$ cat config.mk
export PLATFORM = sky130hd
export DESIGN_NAME = fp_mult_round_pack_flat
export DESIGN_NICKNAME = d
export VERILOG_FILES = /design/src/rtl/fp_mult_round_pack_if.sv /design/src/rtl/fp_mult_round_pack.sv /design/src/flat_wrapper.sv
export SDC_FILE = /design/constraint.sdc
export NUM_CORES = 1
export LEC_CHECK = 0
export BUFFER_PORTS_ARGS = -buffer_cell sky130_fd_sc_hd__clkbuf_2
export CORE_MARGIN = 2
export CORE_UTILIZATION = 50
export DETAILED_ROUTE_END_ITERATION = 7
export PLACE_DENSITY_LB_ADDON = 0.1
export RECOVER_POWER = 25
export SYNTH_ARGS = -nofsm -noshare
export SYNTH_HDL_FRONTEND = slang
export SYNTH_SLANG_ARGS = --single-unit
$ cat constraint.sdc
create_clock -name clk -period 1.77 [get_ports clk]
set_input_delay 0.354 -clock clk [delete_from_list [all_inputs] [get_ports clk]]
set_output_delay 0.354 -clock clk [all_outputs]
set_load 0.02 [all_outputs]
$ cat src/rtl/fp_mult_round_pack_if.sv
// Handshake and data bundle between the FP multiplier execute stage,
// the round/pack stage and the downstream consumer.
// The slave modport is the round/pack stage; the master modport is its environment.
interface fp_mult_round_pack_if;
  logic        in_valid;
  logic        in_ready;
  logic        Sp;
  logic [8:0]  NormE;
  logic [22:0] NormM;
  logic        GRS;
  logic        exc_nan;
  logic        exc_inf;
  logic        exc_zero;
  logic        out_valid;
  logic        out_ready;
  logic [31:0] P;
  logic [3:0]  flags;
  logic        flags_clr;

  modport master (
    output in_valid, Sp, NormE, NormM, GRS, exc_nan, exc_inf, exc_zero,
    output out_ready, flags_clr,
    input  in_ready, out_valid, P, flags
  );

  modport slave (
    input  in_valid, Sp, NormE, NormM, GRS, exc_nan, exc_inf, exc_zero,
    input  out_ready, flags_clr,
    output in_ready, out_valid, P, flags
  );
endinterface

$ cat src/rtl/fp_mult_round_pack.sv
// fp_mult_round_pack: final stage of the FP multiplier.
// Stage 1 applies the round increment and removes the doubled bias,
// stage 2 classifies exceptions / overflow / underflow and packs an
// IEEE-754 single-precision result. Two-entry valid/ready pipeline.
// Optional: define FPM_STICKY_FLAGS_EN to make flags a sticky register
// accumulated on each output transfer and cleared by flags_clr.
// flags = {invalid, overflow, underflow, inexact}.
module fp_mult_round_pack #(
  parameter int BIAS    = 127,
  parameter int EXP_MAX = 255
) (
  input logic                 clk,
  input logic                 rst,
  fp_mult_round_pack_if.slave bus
);

  localparam logic signed [10:0] EXP_MAX_S = 11'(EXP_MAX);
  localparam logic [31:0]        QNAN      = 32'h7FC0_0000;

  // Pipeline valid bits: vldPipe[1] = stage 1, vldPipe[2] = stage 2.
  logic [2:1] vldPipe;
  logic       s2Advance;
  logic       inReady;
  logic       loadS1;
  logic       loadS2;

  // Stage 1 registered fields.
  logic               s1Sp;
  logic signed [10:0] s1Eu;
  logic [22:0]        s1M;
  logic               s1Grs;
  logic               s1Lost;
  logic               s1Nan;
  logic               s1Inf;
  logic               s1Zero;

  // Stage 1 combinational round/adjust.
  logic [23:0]        mr;
  logic signed [10:0] eu;

  // Stage 2 combinational classify/pack and registers.
  logic [31:0] nextP;
  logic [3:0]  nextFlags;
  logic [31:0] pReg;
  logic [3:0]  s2Flags;
  logic [3:0]  flagsOut;

  assign s2Advance = !vldPipe[2] | bus.out_ready;
  assign inReady   = !vldPipe[1] | s2Advance;
  assign loadS1    = bus.in_valid & inReady;
  assign loadS2    = vldPipe[1] & s2Advance;

  // Carry out of the mantissa leaves mr[22:0] all zero, which is exactly
  // the renormalised mantissa, so no explicit mux is needed.
  assign mr = {1'b0, bus.NormM} + {23'd0, bus.GRS};
  // 11 bits hold the full range -127..385 without truncation.
  assign eu = {2'b00, bus.NormE} - 11'(BIAS) + {10'd0, mr[23]};

  // Valid bits: stage 1 refills whenever it can accept, stage 2 when it can advance.
  always_ff @(posedge clk or negedge rst) begin
    if (!rst) begin
      vldPipe <= '0;
    end else begin
      if (inReady)   vldPipe[1] <= bus.in_valid;
      if (s2Advance) vldPipe[2] <= vldPipe[1];
    end
  end

  // Stage 1 data capture on an input transfer.
  always_ff @(posedge clk or negedge rst) begin
    if (!rst) begin
      s1Sp   <= 1'b0;
      s1Eu   <= '0;
      s1M    <= '0;
      s1Grs  <= 1'b0;
      s1Lost <= 1'b0;
      s1Nan  <= 1'b0;
      s1Inf  <= 1'b0;
      s1Zero <= 1'b0;
    end else if (loadS1) begin
      s1Sp   <= bus.Sp;
      s1Eu   <= eu;
      s1M    <= mr[22:0];
      s1Grs  <= bus.GRS;
      s1Lost <= (bus.NormM != 23'd0) | bus.GRS;
      s1Nan  <= bus.exc_nan;
      s1Inf  <= bus.exc_inf;
      s1Zero <= bus.exc_zero;
    end
  end

  // Classify in priority order and build the packed word plus its flags.
  always_comb begin
    nextP     = {s1Sp, s1Eu[7:0], s1M};
    nextFlags = {3'b000, s1Grs};
    if (s1Nan | (s1Inf & s1Zero)) begin
      nextP     = QNAN;
      nextFlags = 4'b1000;
    end else if (s1Inf) begin
      nextP     = {s1Sp, 8'hFF, 23'h0};
      nextFlags = 4'b0000;
    end else if (s1Zero) begin
      nextP     = {s1Sp, 31'h0};
      nextFlags = 4'b0000;
    end else if (s1Eu >= EXP_MAX_S) begin
      nextP     = {s1Sp, 8'hFF, 23'h0};
      nextFlags = 4'b0101;
    end else if (s1Eu <= 11'sd0) begin
      // Flush to zero; no subnormal output.
      nextP     = {s1Sp, 31'h0};
      nextFlags = {3'b001, s1Lost};
    end
  end

  // Stage 2 holds while stalled, so P and flags stay stable until accepted.
  always_ff @(posedge clk or negedge rst) begin
    if (!rst) begin
      pReg    <= '0;
      s2Flags <= '0;
    end else if (loadS2) begin
      pReg    <= nextP;
      s2Flags <= nextFlags;
    end
  end

`ifdef FPM_STICKY_FLAGS_EN
  // Sticky flags: clear wins over accumulating the result being handed off.
  always_ff @(posedge clk or negedge rst) begin
    if (!rst) begin
      flagsOut <= '0;
    end else if (bus.flags_clr) begin
      flagsOut <= '0;
    end else if (vldPipe[2] & bus.out_ready) begin
      flagsOut <= flagsOut | s2Flags;
    end
  end
`else
  // Per-result flags, meaningful only alongside out_valid.
  logic unusedFlagsClr;
  assign unusedFlagsClr = bus.flags_clr;
  assign flagsOut       = s2Flags;
`endif

  assign bus.in_ready  = inReady;
  assign bus.out_valid = vldPipe[2];
  assign bus.P         = pReg;
  assign bus.flags     = flagsOut;

endmodule

$ cat src/flat_wrapper.sv
// flat-port wrapper written by rule: the top's interface ports become plain ports
module fp_mult_round_pack_flat 
#(
  parameter int BIAS    = 127,
  parameter int EXP_MAX = 255
)
  (clk, rst, bus_in_valid, bus_Sp, bus_NormE, bus_NormM, bus_GRS, bus_exc_nan, bus_exc_inf, bus_exc_zero, bus_out_ready, bus_flags_clr, bus_in_ready, bus_out_valid, bus_P, bus_flags);
  fp_mult_round_pack_if bus_i ();
  input logic clk;
  input logic rst;
  input wire logic [$bits(bus_i.in_valid)-1:0] bus_in_valid;
  input wire logic [$bits(bus_i.Sp)-1:0] bus_Sp;
  input wire logic [$bits(bus_i.NormE)-1:0] bus_NormE;
  input wire logic [$bits(bus_i.NormM)-1:0] bus_NormM;
  input wire logic [$bits(bus_i.GRS)-1:0] bus_GRS;
  input wire logic [$bits(bus_i.exc_nan)-1:0] bus_exc_nan;
  input wire logic [$bits(bus_i.exc_inf)-1:0] bus_exc_inf;
  input wire logic [$bits(bus_i.exc_zero)-1:0] bus_exc_zero;
  input wire logic [$bits(bus_i.out_ready)-1:0] bus_out_ready;
  input wire logic [$bits(bus_i.flags_clr)-1:0] bus_flags_clr;
  output wire logic [$bits(bus_i.in_ready)-1:0] bus_in_ready;
  output wire logic [$bits(bus_i.out_valid)-1:0] bus_out_valid;
  output wire logic [$bits(bus_i.P)-1:0] bus_P;
  output wire logic [$bits(bus_i.flags)-1:0] bus_flags;
  assign bus_i.in_valid = bus_in_valid;
  assign bus_i.Sp = bus_Sp;
  assign bus_i.NormE = bus_NormE;
  assign bus_i.NormM = bus_NormM;
  assign bus_i.GRS = bus_GRS;
  assign bus_i.exc_nan = bus_exc_nan;
  assign bus_i.exc_inf = bus_exc_inf;
  assign bus_i.exc_zero = bus_exc_zero;
  assign bus_i.out_ready = bus_out_ready;
  assign bus_i.flags_clr = bus_flags_clr;
  assign bus_in_ready = bus_i.in_ready;
  assign bus_out_valid = bus_i.out_valid;
  assign bus_P = bus_i.P;
  assign bus_flags = bus_i.flags;
  fp_mult_round_pack #(.BIAS(BIAS), .EXP_MAX(EXP_MAX)) u_core (.clk(clk), .rst(rst), .bus(bus_i));
endmodule
==> flow_summary.yaml, run 1 <==
place:
  detailed_place_hpwl_um: 6820
  dp_slack_ps: -618
  portBuffers: 78
  gp_congestion: 0.867
worst_setup_path:
  crit_type: "primary input to flop"
  r2r-start: "u_core.s1Eu[9]"
  arrival_ps: 2290
  timing.rr.end: "u_core.bus.P[15]"
  worstPathRequired_ps: 2070
  crit_path_end_kind: "flop"
  cp-start-kind: "primary input"
  r2r_slack_ps: 40
  crit_path_max_fanout: 3
  crit_start: "bus_NormM[16]"
  r2r_cells: 7
power_and_ir_drop:
  p_per_area_mw_per_mm2: 921
  p_int_w: 0.00341
  p_comb_share_pct: 21.9
  ir_worst_vdd_v: 0.000435
  p_clk_share_pct: 33.4
  p_sw_w: 0.00146
  power.leakage_nw: 2.46
  pwr-share-seq_pct: 44.7
  swShare_pct: 30.0
sta:
  fin_ws_ps: -223
  hold_violations: 0
  fin_tns_setup_ps: -494
  rsz0062_at_grt: "yes"
  fin_crit_ps: 1990
  slew_headroom_pct: 53.8
  tightest_slew_ps: 688
  finalSetupViolations: 6
  fmax_mhz: 502
  finalMaxSlewViolations: 0
  finalCritPeriodShare_pct: 113
  skew_ps: 5.90
clock_tree:
  clk_pin_slew_ps: 80
  insertion_delay_ps: 350
  cts.sinks: 78
  cts_buffers: 9
  cts_buffer_depth: 2
  cts_tree: "done"
  cts_max_level: 3
  clock-root-buffer: "clkbuf_8"
synthesis:
  synth_flop_cell: "dfrtp_1"
  async_flop_share_pct: 100
  yosysTopAreaCell: "dfrtp_1"
  synth_top_cell_area_share_pct: 51.0
  yosys.area_share.simple_pct: 21.5
  ys_seq_elements: 78
  syn_inst: 390
  yosys_warnings: 0
  synth_compound_area_share_pct: 15.8
  synth_mux_area_share_pct: 0.555
  synthTopCellsByArea: "dfrtp_1 (51%), nand2_1 (7.1%), a22o_1 (5.3%), o21ai_0 (4.3%), xor2_1 (4.1%)"
  synth_edf_count: 0
  synth_top_family_by_area: "simple AND/OR/NAND/NOR gates"
  netlist_area_mm2: 0.00383
  yosys.area_share.adder_pct: 1.63
  ys_types: 53
  syn_avg_cell_area_um2: 9.82
  synth-xor-area-share_pct: 6.86
  synth_nets: 437
  yosysSeqAreaShare_pct: 51.0
routing:
  wl_per_cell_um: 15.6
  drtIter0Drc: 170
  dr.pass1.iters: 4
  vias: 3457
  post-route-drc-count: 0
  ant_nets: 0
  via_per_inst: 5.45
  wl_um: 9900
min_path:
  hold_start: "bus_Sp"
  hold_depth: 3
  hold_end: "u_core.s1Sp"
  hold_class: "primary input to flop"
finish:
  drive_above_1_share_pct: 37.4
  final_common_cell: "dfrtp_1"
  final_core_util_pct: 72.1
  syn_to_final_growth_pct: 38.0
  fin_nets: 577
  ff_latch_area_mm2: 0.00195
  multi_input_area_mm2: 0.00195
  fillers: 556
  n_antenna_cell: 0
  final_cell_mix: "dfrtp_1 (78), clkbuf_2 (74), nand2_1 (71)"
floorplanning:
  start_util_pct: 52.2
  num_rows: 31
  io_pins: 80
  core-area_mm2: 0.00733
  die_height_um: 91.5
  dieArea_mm2: 0.00838
  dieWidth_um: 91.5
run_status:
  violations: "negative setup slack"
  status: "finished, violations left"
grt:
  antenna_found_initial: 0
  grt_pass1_wl_um: 16400
  grt_use_met1_pct: 34.4
  grtUsageMet3_pct: 3.73
  grt_pass1_vias: 3353
  grt-busiest-layer: "met2"
  use_met2_pct: 40.4
  gr-usage-all-layers_pct: 25.0
  grt-ovfl-total: 0
  grt_max_degree: 66
job:
  drv_cap: 0
==> per-stage QoR <==
step / cell area, um^2 / total power (W) / hold slack (ps) / std cells
6_report: 5280 / 0.00486 / 211 / 634
3_3_place_gp: 4760 / 0.00314 / 289 / 602
2_1_floorplan: 3890 / 0.00274 / 58.4 / 390
4_1_cts: 5200 / 0.00487 / 202 / 630
5_1_grt: 5280 / 0.00512 / 209 / 634
3_5_place_dp: 4760 / 0.00317 / 289 / 602
==> per-layer routing <==
layer / vias up / share of wire (%)
li1: 1684 / -
met1: 1673 / 46
met2: 83 / 48
met3: 17 / 4.3
met4: 0 / 1.9
met5: - / 0
==> worst max path at each step <==
stage | endpoint | slack (ps) | depth (start not counted)
finish | u_core.s1Eu[6] | -220 | 10
global route | u_core.s1Eu[6] | -300 | 11
CTS | u_core.s1Eu[6] | -190 | 10
detailed placement | u_core.s1Eu[6] | -620 | 10
global placement | u_core.s1Eu[6] | -530 | 10
floorplan | u_core.s1Eu[6] | -550 | 9
==> worst max-delay path, cell delays in order <==
cell and delay (ps):
clkbuf_2 90, and4_4 220, and3_4 180, and4_4 250
ha_4 150, ha_4 130, nor4b_4 250, a31oi_4 60
or4_4 530, nand3_2 70
==> cell type report <==
| cell class | instances | area share (%) |
|---|---|---|
| timing repair buffer | 147 | 18.8 |
| clock buffer | 9 | 2.34 |
| multi-input combinational | 290 | 37.0 |
| clock inverter | 7 | 2.27 |
| inverter | 4 | 0.284 |
| sequential | 78 | 36.9 |
| tap | 99 | 2.34 |
==> Yosys cell counts (2+ instances only) <==
cell type,n
and3_1,4
xnor2_1,12
o2111ai_1,2
clkbuf_1,13
o21ai_1,2
a41oi_1,2
ha_1,5
a22o_1,23
xor2_1,18
a21o_1,2
a21oi_1,11
o21bai_1,2
and4_1,3
buf_6,2
or4_1,2
nand4_1,8
nor4_1,9
o31ai_1,2
dfrtp_1,78
nand2b_1,4
nand3_1,19
or3_1,2
buf_2,2
o22a_1,2
nor2_1,20
and2_1,2
nor3_1,7
nand2_1,72
inv_1,4
o21ai_0,33
==> state kept, by name, indices dropped and copies added, names as in the netlist <==
name	cells
u_core.s1Grs	1
u_core.s1Nan	1
u_core.vldPipe	2
u_core.s1Lost	1
u_core.s1Zero	1
u_core.s1M	23
u_core.s1Eu	11
u_core.bus.P	32
u_core.s1Sp	1
u_core.s1Inf	1
u_core.bus.flags	4
==> kinds of logic after synthesis <==
kind of cell    Yosys count
simple gates            163
compound gates           90
flops                    78
xor+xnor                 30
buf+inv                  22
fa+ha+maj                 5
mux                       2
==> power by group through the flow <==
stage	Sequential, W	Combinational [W]	Clock [W]
after floorplan	0.00229	0.000442	0
after CTS	0.00217	0.00105	0.00165
after detailed placement	0.00220	0.000968	0
final	0.00218	0.00106	0.00162
after global placement	0.00219	0.000950	0
after global routing	0.00221	0.00117	0.00174
==> repair_timing <==
| action | CTS | global route |
|---|---|---|
| setup endpoints to repair | 26 | 31 |
| hold buffers | 1 | 0 |
| gates resized for setup | 14 | 27 |
| hold endpoints to repair | 25 | 0 |
| setup buffers | 9 | 5 |
| cloned | 2 | 0 |
| pin swaps | 9 | 12 |
(Power assumes the default switching activity.)
==> run 2, diff against run 1 <==
--- a/config.mk
+++ b/config.mk
@@ -5,6 +5,7 @@
 export SDC_FILE = /design/constraint.sdc
 export NUM_CORES = 1
 export LEC_CHECK = 0
+export ABC_CLOCK_PERIOD_IN_PS = 1770
 export BUFFER_PORTS_ARGS = -buffer_cell sky130_fd_sc_hd__clkbuf_2
 export CORE_MARGIN = 2
 export CORE_UTILIZATION = 50
==> constraint.sdc (replaced) <==
create_clock -name clk -period 1.77 [get_ports clk]
set_input_delay 0.0885 -clock clk [delete_from_list [all_inputs] [get_ports clk]]
set_output_delay 0.0885 -clock clk [all_outputs]
set_load 0.02 [all_outputs]
==> flow_summary.yaml, run 2 (synthesis gave the netlist of run 1 again) <==
run_status:
  status: "finished, violations left"
  violations: "negative setup slack"
worst_setup_path:
  r2r_slack_ps: -6
  cp_slowest_cell: "dfrtp_1"
  crit_type: "flop to flop"
  cp-start-kind: "flop"
  r2r_cells: 7
  crit_path_end_kind: "flop"
  worstPathRequired_ps: 2050
  crit_path_max_fanout: 11
  timing.rr.end: "u_core.bus.P[1]"
  arrival_ps: 2060
  max_stage_delay_ps: 400
  crit_chain: "or2_4 > o21bai_1 > nor2b_4 > nor4b_4 > buf_6 > clkbuf_16 > a22o_1"
  r2r-start: "u_core.s1Eu[8]"
min_path:
  hold_class: "primary input to flop"
  hold_end: "u_core.s1Eu[7]"
  hold_start: "bus_NormE[6]"
  hold_depth: 3
floorplanning:
  num_rows: 31
  die_height_um: 91.5
  core-area_mm2: 0.00733
  dieArea_mm2: 0.00838
  dieWidth_um: 91.5
  io_pins: 80
  start_util_pct: 52.2
finish:
  design_area_mm2: 0.00519
  n_antenna_cell: 0
  drive_above_1_share_pct: 34.0
  syn_to_final_growth_pct: 35.5
  largest_reg_flops: 32
  fin_nets: 573
  final_cell_mix: "clkbuf_2 (78), dfrtp_1 (78), nand2_1 (71)"
  fillers: 579
clock_tree:
  insertion_delay_ps: 350
  cts_buffer_depth: 2
  cts_max_level: 3
  cts_buffers: 9
  clk_pin_slew_ps: 90
  cts.sinks: 78
  clock-root-buffer: "clkbuf_8"
  cts_tree: "done"
power_and_ir_drop:
  p_total_w: 0.00485
  p_per_area_mw_per_mm2: 935
  ir_worst_vdd_v: 0.000533
  power.leakage_nw: 2.42
sta:
  fin_ws_ps: -6.23
  finalMaxSlewViolations: 0
  hold_violations: 0
  finalCritPeriodShare_pct: 100
  fmax_mhz: 563
  tightest_slew_ps: 853
  slew_headroom_pct: 43.2
  skew_ps: 10.2
  fin_crit_ps: 1780
  finalSetupViolations: 5
place:
  portBuffers: 78
  gp_congestion: 0.858
  post_dp_cell_area_mm2: 0.00472
  detailed_place_hpwl_um: 6670
  dp_slack_ps: -328
grt:
  gr-usage-all-layers_pct: 23.0
  antenna_found_initial: 0
  grt_pass1_vias: 3166
  grt-ovfl-total: 0
  grt_max_degree: 58
  grt_pass1_wl_um: 15400
routing:
  ant_nets: 0
  dr.pass1.iters: 4
  via_per_inst: 5.38
  wl_um: 9700
  vias: 3381
  post-route-drc-count: 0
  wl_per_cell_um: 15.4
  drtIter0Drc: 160
job:
  drv_cap: 0
==> run 2: repair_timing <==
item,CTS,global route
gates resized for setup,0,17
pin swaps,0,8
buffers inserted,0,7
cloned,0,2
endpoints found under the setup margin,1,26
hold buffers,6,0
hold endpoints to repair,38,0
==> run 2: cell type report <==
type | count | area, um^2 | area share [%]
clock buffer | 10 | 138 | 2.65
clock inverter | 5 | 108 | 2.07
inverter | 4 | 15.0 | 0.289
multi-input combinational | 290 | 1890 | 36.5
sequential | 78 | 1950 | 37.6
tap | 99 | 124 | 2.39
timing repair buffer | 143 | 961 | 18.5
==> run 2: per-stage QoR <==
| stage | hold WS, ps | util [%] | setup TNS [ps] | std cells |
|---|---|---|---|---|
| after detailed placement | 63.3 | 64.4 | -1230 | 599 |
| final | 49.3 | 70.8 | -20.9 | 629 |
| after global routing | 61.1 | 70.8 | -436 | 629 |
| after CTS | 42.1 | 68.6 | -3.89 | 620 |
| after floorplan | -207 | - | -429 | 390 |
| after global placement | 59.7 | 64.4 | -854 | 599 |
==> run 2: worst max path at each step <==
stage	startpoint	to	slack [ps]
4_1_cts	u_core.s1Eu[9]	u_core.bus.P[15]	-4
6_report	u_core.s1Eu[8]	u_core.bus.P[1]	-6
3_3_place_gp	bus_NormM[6]	u_core.s1Eu[6]	-270
2_1_floorplan	bus_NormM[6]	u_core.s1Eu[6]	-290
5_1_grt	u_core.s1Eu[8]	u_core.bus.P[3]	-40
3_5_place_dp	bus_NormM[6]	u_core.s1Eu[6]	-330
==> run 2: metal layers <==
| layer | global-route usage [%] | share of wire (%) | vias up |
|---|---|---|---|
| met5 | 0 | 0 | - |
| met4 | 5.93 | 1.5 | 0 |
| met3 | 4.73 | 4.0 | 15 |
| met2 | 34.4 | 44 | 78 |
| met1 | 34.0 | 50 | 1612 |
| li1 | - | - | 1676 |
==> run 2: critical path, delay by kind of cell, from the launching register on <==
family | cells | cell delay, ps
AOI/OAI and AO/OA | 2 | 300
buffers and inverters | 2 | 340
DFF | 1 | 400
and+or+nand+nor | 3 | 660
==> run 2: where the power goes <==
| part | total, W | switching, W | internal, W |
|---|---|---|---|
| clock network | 0.00163 | 0.000658 | 0.000973 |
| logic | 0.00104 | 0.000604 | 0.000440 |
| registers | 0.00218 | 0.000167 | 0.00201 |
